===== src/rtl/wts_pkg.sv =====
// Shared widths and the scheduler state encoding for the wave memory scheduler.
package wts_pkg;

    localparam int WTS_WAVE_AW = 7;
    localparam int WTS_SRAM_AW = 10;
    localparam int WTS_DW      = 8;

    typedef enum logic [1:0] {
        ST_IDLE     = 2'd0,
        ST_CH_SLOT  = 2'd1,
        ST_CPU_SLOT = 2'd2,
        ST_ACK      = 2'd3
    } wts_state_e;

endpackage


===== src/rtl/wts_slot_sequencer.sv =====
// Round sequencer for the wave memory scheduler: state, slot counter, restart.
// Optional build macro WTS_CPU_IDLE_SLOT_EN lets a pending CPU request be
// served from IDLE without waiting for the next round.
//
// state       | meaning
// ------------+-------------------------------------------------------
// ST_IDLE     | no round in progress, SRAM strobes low
// ST_CH_SLOT  | channel read slot, slot_q selects the channel
// ST_CPU_SLOT | CPU slot, access issued when cpu_req is high
// ST_ACK      | cpu_ack cycle after a served CPU access
module wts_slot_sequencer
    import wts_pkg::*;
#(
    parameter int CH_NUM = 5
) (
    input  logic       clk,
    input  logic       nreset,
    input  logic       active,
    input  logic       cpu_req,
    output wts_state_e state_q,
    output logic [2:0] slot_q
);

    wts_state_e state_d;
    logic [2:0] slot_d;

    // Next-state: active always restarts a round, regardless of state.
    always_comb begin
        state_d = state_q;
        slot_d  = slot_q;
        if (active) begin
            state_d = ST_CH_SLOT;
            slot_d  = 3'd0;
        end else begin
            case (state_q)
                ST_IDLE: begin
`ifdef WTS_CPU_IDLE_SLOT_EN
                    if (cpu_req) begin
                        state_d = ST_CPU_SLOT;
                    end
`endif
                end
                ST_CH_SLOT: begin
                    if (slot_q == 3'(CH_NUM - 1)) begin
                        state_d = ST_CPU_SLOT;
                        slot_d  = 3'd0;
                    end else begin
                        slot_d = slot_q + 3'd1;
                    end
                end
                ST_CPU_SLOT: begin
                    state_d = cpu_req ? ST_ACK : ST_IDLE;
                end
                ST_ACK: begin
                    state_d = ST_IDLE;
                end
                default: begin
                    state_d = ST_IDLE;
                    slot_d  = 3'd0;
                end
            endcase
        end
    end

    // State and slot registers with synchronous active-low reset.
    always_ff @(posedge clk) begin
        if (!nreset) begin
            state_q <= ST_IDLE;
            slot_q  <= 3'd0;
        end else begin
            state_q <= state_d;
            slot_q  <= slot_d;
        end
    end

endmodule


===== src/rtl/wts_wave_memory_scheduler.sv =====
// Wave memory scheduler: time-shares one wave SRAM between CH_NUM channel
// readers and a CPU port. Each active pulse snapshots the channel addresses,
// reads one sample per channel, then offers one CPU slot.
// Build macro WTS_CPU_IDLE_SLOT_EN (in wts_slot_sequencer) also serves the
// CPU from IDLE cycles.
module wts_wave_memory_scheduler
    import wts_pkg::*;
#(
    parameter int CH_NUM = 5
) (
    input  logic                          clk,
    input  logic                          nreset,
    input  logic                          active,
    input  logic [WTS_WAVE_AW*CH_NUM-1:0] ch_sram_a,
    output logic [WTS_DW*CH_NUM-1:0]      wave_data,
    input  logic                          cpu_req,
    input  logic                          cpu_we,
    input  logic [WTS_SRAM_AW-1:0]        cpu_a,
    input  logic [WTS_DW-1:0]             cpu_d,
    output logic                          cpu_ack,
    output logic [WTS_DW-1:0]             cpu_q,
    output logic [WTS_SRAM_AW-1:0]        sram_a,
    output logic                          sram_oe,
    output logic                          sram_we,
    output logic [WTS_DW-1:0]             sram_d,
    input  logic [WTS_DW-1:0]             sram_q
);

    wts_state_e state_q;
    logic [2:0] slot_q;

    logic [WTS_WAVE_AW*CH_NUM-1:0] snap_q, snap_d;
    logic [WTS_DW*CH_NUM-1:0]      wave_data_q, wave_data_d;
    logic [WTS_SRAM_AW-1:0]        sram_a_q, sram_a_d;
    logic [WTS_DW-1:0]             sram_d_q, sram_d_d;
    logic [WTS_DW-1:0]             cpu_q_q, cpu_q_d;
    logic                          rd_vld_q, rd_vld_d;
    logic [2:0]                    rd_ch_q, rd_ch_d;
    logic                          cpu_ack_q, cpu_ack_d;
    logic                          cpu_rd_q, cpu_rd_d;
    logic [WTS_WAVE_AW-1:0]        ch_addr;
    logic                          issue_ch, issue_cpu;

    wts_slot_sequencer #(
        .CH_NUM (CH_NUM)
    ) u_seq (
        .clk     (clk),
        .nreset  (nreset),
        .active  (active),
        .cpu_req (cpu_req),
        .state_q (state_q),
        .slot_q  (slot_q)
    );

    assign issue_ch  = (state_q == ST_CH_SLOT);
    assign issue_cpu = (state_q == ST_CPU_SLOT) && cpu_req;

    // Pick the snapshot address of the channel owning the current slot.
    always_comb begin
        ch_addr = '0;
        for (int i = 0; i < CH_NUM; i++) begin
            if (slot_q == 3'(i)) begin
                ch_addr = snap_q[i*WTS_WAVE_AW +: WTS_WAVE_AW];
            end
        end
    end

    // SRAM port: strobes follow the current slot directly from the state
    // register, so a CPU write happens only if cpu_req is high in that very
    // cycle; address and write data hold their last value between slots.
    always_comb begin
        sram_a_d = sram_a_q;
        sram_d_d = sram_d_q;
        sram_oe  = 1'b0;
        sram_we  = 1'b0;
        if (issue_ch) begin
            sram_a_d = {slot_q, ch_addr};
            sram_oe  = 1'b1;
        end else if (issue_cpu) begin
            sram_a_d = cpu_a;
            if (cpu_we) begin
                sram_we  = 1'b1;
                sram_d_d = cpu_d;
            end else begin
                sram_oe = 1'b1;
            end
        end
    end

    assign sram_a = sram_a_d;
    assign sram_d = sram_d_d;

    // Snapshot, read-return tracking and sample capture.
    always_comb begin
        snap_d      = active ? ch_sram_a : snap_q;
        rd_vld_d    = issue_ch;
        rd_ch_d     = slot_q;
        cpu_ack_d   = issue_cpu;
        cpu_rd_d    = issue_cpu && !cpu_we;
        wave_data_d = wave_data_q;
        if (rd_vld_q) begin
            for (int i = 0; i < CH_NUM; i++) begin
                if (rd_ch_q == 3'(i)) begin
                    wave_data_d[i*WTS_DW +: WTS_DW] = sram_q;
                end
            end
        end
    end

    // CPU read data is passed straight through in the ack cycle and held after.
    always_comb begin
        cpu_q_d = cpu_rd_q ? sram_q : cpu_q_q;
    end

    assign cpu_q     = cpu_q_d;
    assign cpu_ack   = cpu_ack_q;
    assign wave_data = wave_data_q;

    // Datapath registers with synchronous active-low reset.
    always_ff @(posedge clk) begin
        if (!nreset) begin
            snap_q      <= '0;
            wave_data_q <= '0;
            sram_a_q    <= '0;
            sram_d_q    <= '0;
            cpu_q_q     <= '0;
            rd_vld_q    <= 1'b0;
            rd_ch_q     <= 3'd0;
            cpu_ack_q   <= 1'b0;
            cpu_rd_q    <= 1'b0;
        end else begin
            snap_q      <= snap_d;
            wave_data_q <= wave_data_d;
            sram_a_q    <= sram_a_d;
            sram_d_q    <= sram_d_d;
            cpu_q_q     <= cpu_q_d;
            rd_vld_q    <= rd_vld_d;
            rd_ch_q     <= rd_ch_d;
            cpu_ack_q   <= cpu_ack_d;
            cpu_rd_q    <= cpu_rd_d;
        end
    end

endmodule


===== config.mk =====
export PLATFORM = sky130hd
export DESIGN_NAME = wts_wave_memory_scheduler
export DESIGN_NICKNAME = d
export VERILOG_FILES = /design/src/rtl/wts_pkg.sv /design/src/rtl/wts_slot_sequencer.sv /design/src/rtl/wts_wave_memory_scheduler.sv
export SDC_FILE = /design/constraint.sdc
export NUM_CORES = 1
export LEC_CHECK = 0
export CORE_MARGIN = 8
export CORE_UTILIZATION = 30
export CTS_CLUSTER_SIZE = 10
export DETAILED_ROUTE_END_ITERATION = 16
export GPL_TIMING_DRIVEN = 0
export RECOVER_POWER = 25
export SLEW_MARGIN = 20
export SYNTH_ARGS = -nofsm -noshare
export SYNTH_HDL_FRONTEND = slang
export SYNTH_HIERARCHICAL = 1
export SYNTH_SLANG_ARGS = --single-unit

===== constraint.sdc =====
create_clock -name clk -period 2 [get_ports clk]
set_input_delay 0.4 -clock clk [delete_from_list [all_inputs] [get_ports clk]]
set_output_delay 0.4 -clock clk [all_outputs]
set_load 0.005 [all_outputs]

==> results.yml, run 1 <==
status:
  outcome: "finished with violations"
  violations: "setup timing"
clock_network:
  cts_tree: "yes"
  htree_levels: 3
  clk_latency_ns: 0.35
  clock_sinks: 112
  clockBufferDepth: 2
  cts-root-buf: "clkbuf_16"
  clk_pin_slew_worst_paths_ns: 0.07
  cts.hold.buffers_added: 0
  cts_buffers: 9
global_routing:
  first_global_vias: 4167
  grt-busiest-layer: "met2"
  grt_max_degree: 18
  met1_usage_pct: 16.9
  met2_usage_pct: 23.5
  antenna_found_initial: 2
  grt-ovfl-total: 0
  grt_pass1_wl_mm: 22.6
  grt_util_all_layers_pct: 14.3
  met3_usage_pct: 4.07
power_and_ir_drop:
  pwr-share-seq_pct: 49.3
  p_leak_nw: 2.99
  power.total_w: 0.00472
  comb_power_share_pct: 10.7
  switching_share_pct: 22.8
  netSwitchingPower_w: 0.00108
  clockPowerShare_pct: 40.0
  ir_drop_v: 0.000398
  p_int_w: 0.00364
  p_per_area_nw_per_um2: 654
drt:
  vias: 4118
  firstDrtPassIters: 4
  drt-initial-drc-count: 222
  routedWlPerCell_um: 17.1
  vias_per_cell: 4.68
  ant_nets: 0
  remaining_drc_errors: 0
  drt-total-wl_mm: 15.0
synthesis:
  netlist_area_um2: 4840
  synth_fp_nets: 562
  yosys.area.top_type: "dfxtp_1"
  synth_top_area_share_pct: 46.3
  yosys_warnings: 6
  ys_seq_area_share_pct: 46.3
  synth.avg_cell_area_um2: 9.80
  yosys-top-cells-area: "dfxtp_1 (46%), mux2i_1 (11%), nand2_1 (6.2%)"
  synth-seq-cells: 112
  ys_types: 37
  synth_cells: 494
sta:
  tightest_slew_ns: 0.549
  drv_slew: 0
  setup-violations-final: 8
  timing.final.ws_setup_ns: -0.156
  rsz0062_at_grt: "yes"
  clock_skew_ns: 0.00742
  hold_violations: 0
  post-route-period-util_pct: 108
  maxSlewHeadroom_pct: 63.4
  clock.fmax_mhz: 464
  period_needed_ns: 2.16
  finalSetupTns_ns: -0.965
die:
  die_area_um2: 20500
  initial_core_util_pct: 30.6
  die_x_um: 143
  rows: 46
  core-area_um2: 15800
  die_h_um: 143
  io_pins: 135
critical_path:
  worstSetupStartpointType: "flip-flop"
  r2r_cells: 5
  crit_path_end_kind: "output pin"
  r2r_start: "u_seq/state_q[0]"
  path_class: "flip-flop to output pin"
  regToRegSetupSlack_ns: 0.50
  crit_path_max_fanout: 6
  r2r-end: "sram_d_q[1]"
  crit_required_ns: 1.60
  cp.arrival_ns: 1.76
place:
  dpl.hpwl_mm: 11.1
  dp.cells: 844
  portBuffers: 134
  gp_congestion: 0.810
finish:
  syn_to_final_growth_pct: 49.0
  nNetsFinal: 725
  layout-drive-gt1-share_pct: 21.3
  final_cells: 879
  fill_cells: 1506
flow_run:
  drv_cap: 0
worst_hold_path:
  min_from: "wave_data[11]"
  hold_end: "wave_data[11]"
  whs_path_depth: 2
  hp-class: "flip-flop to flip-flop"
[cell usage in the layout (no fill, tap or decap), drive strengths merged]
cell type / count
a21boi: 40
a21o: 7
a21oi: 13
a32o: 7
and2: 26
and3: 3
and3b: 4
buf: 56
bufinv: 1
clkbuf: 26
clkdlybuf4s15: 2
clkdlybuf4s50: 99
clkinv: 1
dfxtp: 112
diode: 2
dlygate4sd2: 10
dlymetal6s2s: 5
ha: 2
inv: 5
mux2: 19
mux2i: 53
nand2: 82
nand2b: 2
nand3: 4
nand3b: 10
nand4b: 1
nand4bb: 1
nor2: 2
nor2b: 47
nor3b: 1
o21ai: 5
o221ai: 7
o22ai: 6
or2: 1
or3b: 1
[registers in the layout (all words and copies together) (netlist names)]
| name | flops |
|---|---|
| wave_data | 40 |
| snap_q | 35 |
| sram_a_q | 10 |
| cpu_q_q | 8 |
| sram_d_q | 8 |
| rd_ch_q | 3 |
| u_seq/slot_q | 3 |
| u_seq/state_q | 2 |
| cpu_ack | 1 |
| cpu_rd_q | 1 |
| rd_vld_q | 1 |
[cell families after synthesis]
kind of cell,share of synthesized area [%]
buf+inv,3.88
simple gates,20.7
compound gates,12.6
fa+ha+maj,0.517
mux,16.0
flops,46.3
[worst max-delay path: stages (launching register included)]
cell and delay (ns):
dfxtp_4 0.39, buf_12 0.13, buf_8 0.11, mux2i_2 0.23
o21ai_1 0.10, o221ai_2 0.17, nand2_1 0.12, buf_2 0.14
[cell usage after synthesis (all sizes together)]
| library cell | instances |
|---|---|
| nand4bb | 1 |
| mux2 | 19 |
| nand4b | 1 |
| dfxtp | 112 |
| a32o | 7 |
| clkbuf | 16 |
| nor2 | 2 |
| nor2b | 47 |
| a21boi | 40 |
| and3b | 4 |
| o21ai | 5 |
| nand3b | 10 |
| buf | 19 |
| nand2 | 81 |
| inv | 4 |
| and3 | 3 |
| ha | 2 |
| a21o | 7 |
| nand2b | 2 |
| nand3 | 4 |
| a21oi | 13 |
| o221ai | 7 |
| or2 | 1 |
| mux2i | 53 |
| nor3b | 1 |
| and2 | 26 |
| o22ai | 6 |
| or3b | 1 |
[through the flow]
step / setup slack, ns / hold WS [ns] / cell area (µm²) / utilization (%)
finish: -0.156 / 0.461 / 7210 / 45.6
global route: -0.210 / 0.483 / 7210 / 45.6
detailed placement: -0.829 / 0.452 / 6450 / 40.8
global placement: -0.772 / 0.445 / 6450 / 40.8
CTS: -0.167 / 0.462 / 7040 / 44.5
floorplan: 0.369 / 0.451 / 4840 / -
[power by group through the flow]
stage	combinational [W]	sequential (W)	clock, W
floorplan	0.000201	0.00236	0
global placement	0.000447	0.00237	0
detailed placement	0.000455	0.00238	0
CTS	0.000481	0.00232	0.00193
global route	0.000540	0.00233	0.00202
finish	0.000503	0.00233	0.00189
[how the worst max path moves through the flow]
stage | to | cells after the start | start | slack [ns]
CTS | sram_a[2] | 6 | u_seq/slot_q[0] | -0.17
global route | sram_a[0] | 7 | u_seq/slot_q[0] | -0.21
detailed placement | sram_a[3] | 6 | cpu_req | -0.83
finish | sram_a[0] | 7 | u_seq/slot_q[0] | -0.16
global placement | sram_a[0] | 6 | cpu_req | -0.77
floorplan | sram_a[0] | 6 | u_seq/state_q[1] | 0.37
[layout make-up]
type | count | area, µm² | area share [%]
timing repair buffer | 157 | 1530 | 21.1
antenna | 2 | 5.00 | 0.0694
buffer | 29 | 194 | 2.69
multi-input combinational | 344 | 2630 | 36.4
clock inverter | 3 | 47.5 | 0.659
inverter | 4 | 15.0 | 0.208
clock buffer | 12 | 267 | 3.69
tap | 216 | 270 | 3.75
sequential | 112 | 2260 | 31.4
[metal layers]
layer / share of wire [%] / vias up
met5: 0 / -
met4: 2.4 / 0
met3: 7.2 / 23
met2: 48 / 129
met1: 42 / 1945
li1: - / 2021
[timing repair]
action                                  4_1_cts  5_1_grt
resized for setup                           149       25
endpoints found under the setup margin       28       45
pin swaps                                    21       13
setup buffers                                15        6
gates cloned                                  1        2
endpoints found under the hold margin         0        0
No activity file was read; power rests on OpenSTA's default activity.
==> run 2, diff against run 1 <==
--- a/config.mk
+++ b/config.mk
@@ -11,7 +11,7 @@
 export DETAILED_ROUTE_END_ITERATION = 16
 export GPL_TIMING_DRIVEN = 0
 export RECOVER_POWER = 25
-export SLEW_MARGIN = 20
+export SLEW_MARGIN = 40
 export SYNTH_ARGS = -nofsm -noshare
 export SYNTH_HDL_FRONTEND = slang
 export SYNTH_HIERARCHICAL = 1
==> results of run 2 <==
No change in the layout: final DEF, timing and power equal those of run 1.
==> run 3, diff against run 2 <==
--- a/config.mk
+++ b/config.mk
@@ -5,6 +5,7 @@
 export SDC_FILE = /design/constraint.sdc
 export NUM_CORES = 1
 export LEC_CHECK = 0
+export ABC_AREA = 1
 export CORE_MARGIN = 8
 export CORE_UTILIZATION = 30
 export CTS_CLUSTER_SIZE = 10
==> run 3 against run 2 <==
  * The flow still finishes with violations (setup timing)
  * Clock power is 3% lower
  * First-iteration DRC count increased by 14%
  * Register-to-register slack gained 0.05 ns
  * Fmax up 3.2%
  * Core utilization shrank 0.46 points
  * Sequential share of layout area rose by 1.7 points
  * Non-clock buffer count unchanged
  * Area after synthesis down 3.7%
  * Sequential power about the same
==> results.yml, run 3 <==
synthesis:
  synth.avg_cell_area_um2: 7.17
  ys_types: 30
  yosys_warnings: 6
  yosysMostFrequentCell: "nor2_1"
  ys_seq_area_share_pct: 48.1
  synth_enable_flop_cells: 0
  synth_fp_nets: 718
  synthFlopType: "dfxtp_1"
  yosys-top-cells-area: "dfxtp_1 (48%), nor2_1 (12%), o21ai_0 (8.6%)"
  synth-seq-cells: 112
  synth_cells: 650
  yosys-top-cells-count: "nor2_1 (144), dfxtp_1 (112), nand2_1 (90), inv_1 (80), o21ai_0 (80)"
  netlist_area_um2: 4660
  synth_top_area_share_pct: 48.1
  yosys.area.top_type: "dfxtp_1"
  async_flop_share_pct: 0
critical_path:
  cp.arrival_ns: 1.69
  worstSetupStartpointType: "flip-flop"
  cp_top_family: "buffers and inverters"
  cp_cell_sequence: "buf_12 > nor2_4 > nand2_4 > buf_6 > o21ai_2 > inv_1 > nand2_2 > nand2_1 > buf_2"
  path_class: "flip-flop to output pin"
  crit_path_max_fanout: 5
  cp_slowest_stage_delay_ns: 0.36
  slowest_stage: "dfxtp_4"
  crit_required_ns: 1.60
  path_buf_inv: 4
  crit_path_end_kind: "output pin"
finish:
  largest_reg_flops: 40
  seq_area_um2: 2260
  syn_to_final_growth_pct: 47.1
  n_antenna_cell: 0
  nNetsFinal: 886
  multiInputGateArea_um2: 2090
  fin_area_um2: 6860
  fill_cells: 1572
  mostFrequentLayoutCells: "nor2_1 (143), dfxtp_1 (106), clkdlybuf4s50_1 (99)"
  layout-drive-gt1-share_pct: 13.9
  fin_util_pct: 45.1
  final_common_cell: "nor2_1"
power_and_ir_drop:
  ir_drop_v: 0.000443
  p_int_w: 0.00351
  switching_share_pct: 24.8
  comb_power_share_pct: 10.6
  netSwitchingPower_w: 0.00116
  clockPowerShare_pct: 39.5
  power.total_w: 0.00467
  pwr-share-seq_pct: 49.9
  p_per_area_nw_per_um2: 681
  p_leak_nw: 3.01
status:
  outcome: "finished with violations"
  violations: "setup timing"
sta:
  clock_skew_ns: 0.0103
  maxSlewHeadroom_pct: 61.8
  hold_violations: 0
  finalSetupTns_ns: -0.471
  hold_slack_ns: 0.448
  tightest_slew_ns: 0.573
  clock.fmax_mhz: 479
  drv_slew: 0
  setup-violations-final: 7
  post-route-period-util_pct: 104
  rsz0062_at_grt: "yes"
  period_needed_ns: 2.09
  timing.final.ws_setup_ns: -0.0883
die:
  io_pins: 135
  initial_core_util_pct: 30.7
  die_h_um: 141
  die_x_um: 141
  rows: 45
  die_area_um2: 19800
  core-area_um2: 15200
clock_network:
  clk_pin_slew_worst_paths_ns: 0.07
  cts.hold.buffers_added: 0
  clk_latency_ns: 0.36
  cts_tree: "yes"
  cts_buffers: 9
  clockBufferDepth: 2
  htree_levels: 3
  clock_sinks: 112
  cts-root-buf: "clkbuf_16"
drt:
  ant_nets: 0
  vias: 4628
  firstDrtPassIters: 4
  vias_per_cell: 4.58
  routedWlPerCell_um: 14.7
  remaining_drc_errors: 0
  drt-initial-drc-count: 253
  drt-total-wl_mm: 14.9
place:
  portBuffers: 134
  dpl.hpwl_mm: 10.9
  placed_cell_area_um2: 6240
  gp_congestion: 0.799
global_routing:
  first_global_vias: 4404
  grt_pass1_wl_mm: 23.4
  grt_max_degree: 19
  antenna_found_initial: 0
  grt_util_all_layers_pct: 14.9
  grt-ovfl-total: 0
flow_run:
  drv_cap: 0
worst_hold_path:
  hp-class: "input port to flip-flop"
-- run 3: final cells by class --
type	instances	area share, %
Clock buffer	10	3.34
Multi-Input combinational cell	426	30.5
Buffer	27	2.41
Clock inverter	6	1.02
Tap cell	188	3.43
Sequential cell	112	33.0
Inverter	83	4.78
Timing Repair Buffer	159	21.5
-- run 3: cell families (layout without fill, tap and decap cells) --
group           count (synthesis)  in the layout  synth area share (%)
compound gates                141            141                  16.2
simple gates                  281            282                  25.0
flops                         112            112                  48.1
buf+inv                       113            285                  10.0
fa+ha+maj                       2              2                 0.537
xor+xnor                        1              1                 0.188
-- run 3: worst register-to-register path: stages (launching register included) --
cell	delay [ns]
dfxtp_4	0.36
buf_12	0.12
nor2_4	0.17
nand2_4	0.09
buf_6	0.14
nand2_2	0.06
nor2_1	0.05
nand2_2	0.07
nand2_2	0.07
buf_4	0.14
a21oi_2	0.11
-- run 3: path summary, 6_finish.rpt --
kind	start	to	slack, ns	cells past startpoint
max reg2reg	u_seq/slot_q[1]	sram_a_q[6]	0.55	10
max	u_seq/slot_q[1]	sram_a[6]	-0.09	9
min	cpu_req	u_seq/state_q[1]	0.45	3
min reg2reg	wave_data[28]	wave_data[28]	0.45	2
-- run 3: power groups by stage --
stage	Sequential, W	Clock [W]	Combinational, W
2_1_floorplan	0.00238	0	0.000213
3_3_place_gp	0.00239	0	0.000474
4_1_cts	0.00233	0.00190	0.000491
3_5_place_dp	0.00239	0	0.000477
5_1_grt	0.00234	0.00197	0.000550
6_report	0.00233	0.00184	0.000495
-- run 3: through the flow --
step	setup slack [ns]	std cells
2_1_floorplan	0.466	650
3_3_place_gp	-0.772	972
3_5_place_dp	-0.737	972
4_1_cts	-0.0851	1005
5_1_grt	-0.153	1011
6_report	-0.0883	1011
-- run 3: repair_timing --
item / in CTS / in global routing
gates cloned: 2 / 0
pin swaps: 12 / 8
buffers inserted: 18 / 6
gates resized for setup: 107 / 26
endpoints found under the setup margin: 28 / 25
-- run 3: routing by layer --
layer / vias up / GRT usage (%) / share of wire, %
li1: 2403 / - / -
met1: 2091 / 18.5 / 47
met2: 115 / 24.3 / 46
met3: 19 / 4.19 / 5.6
met4: 0 / 4.86 / 1.7
met5: - / 0 / 0
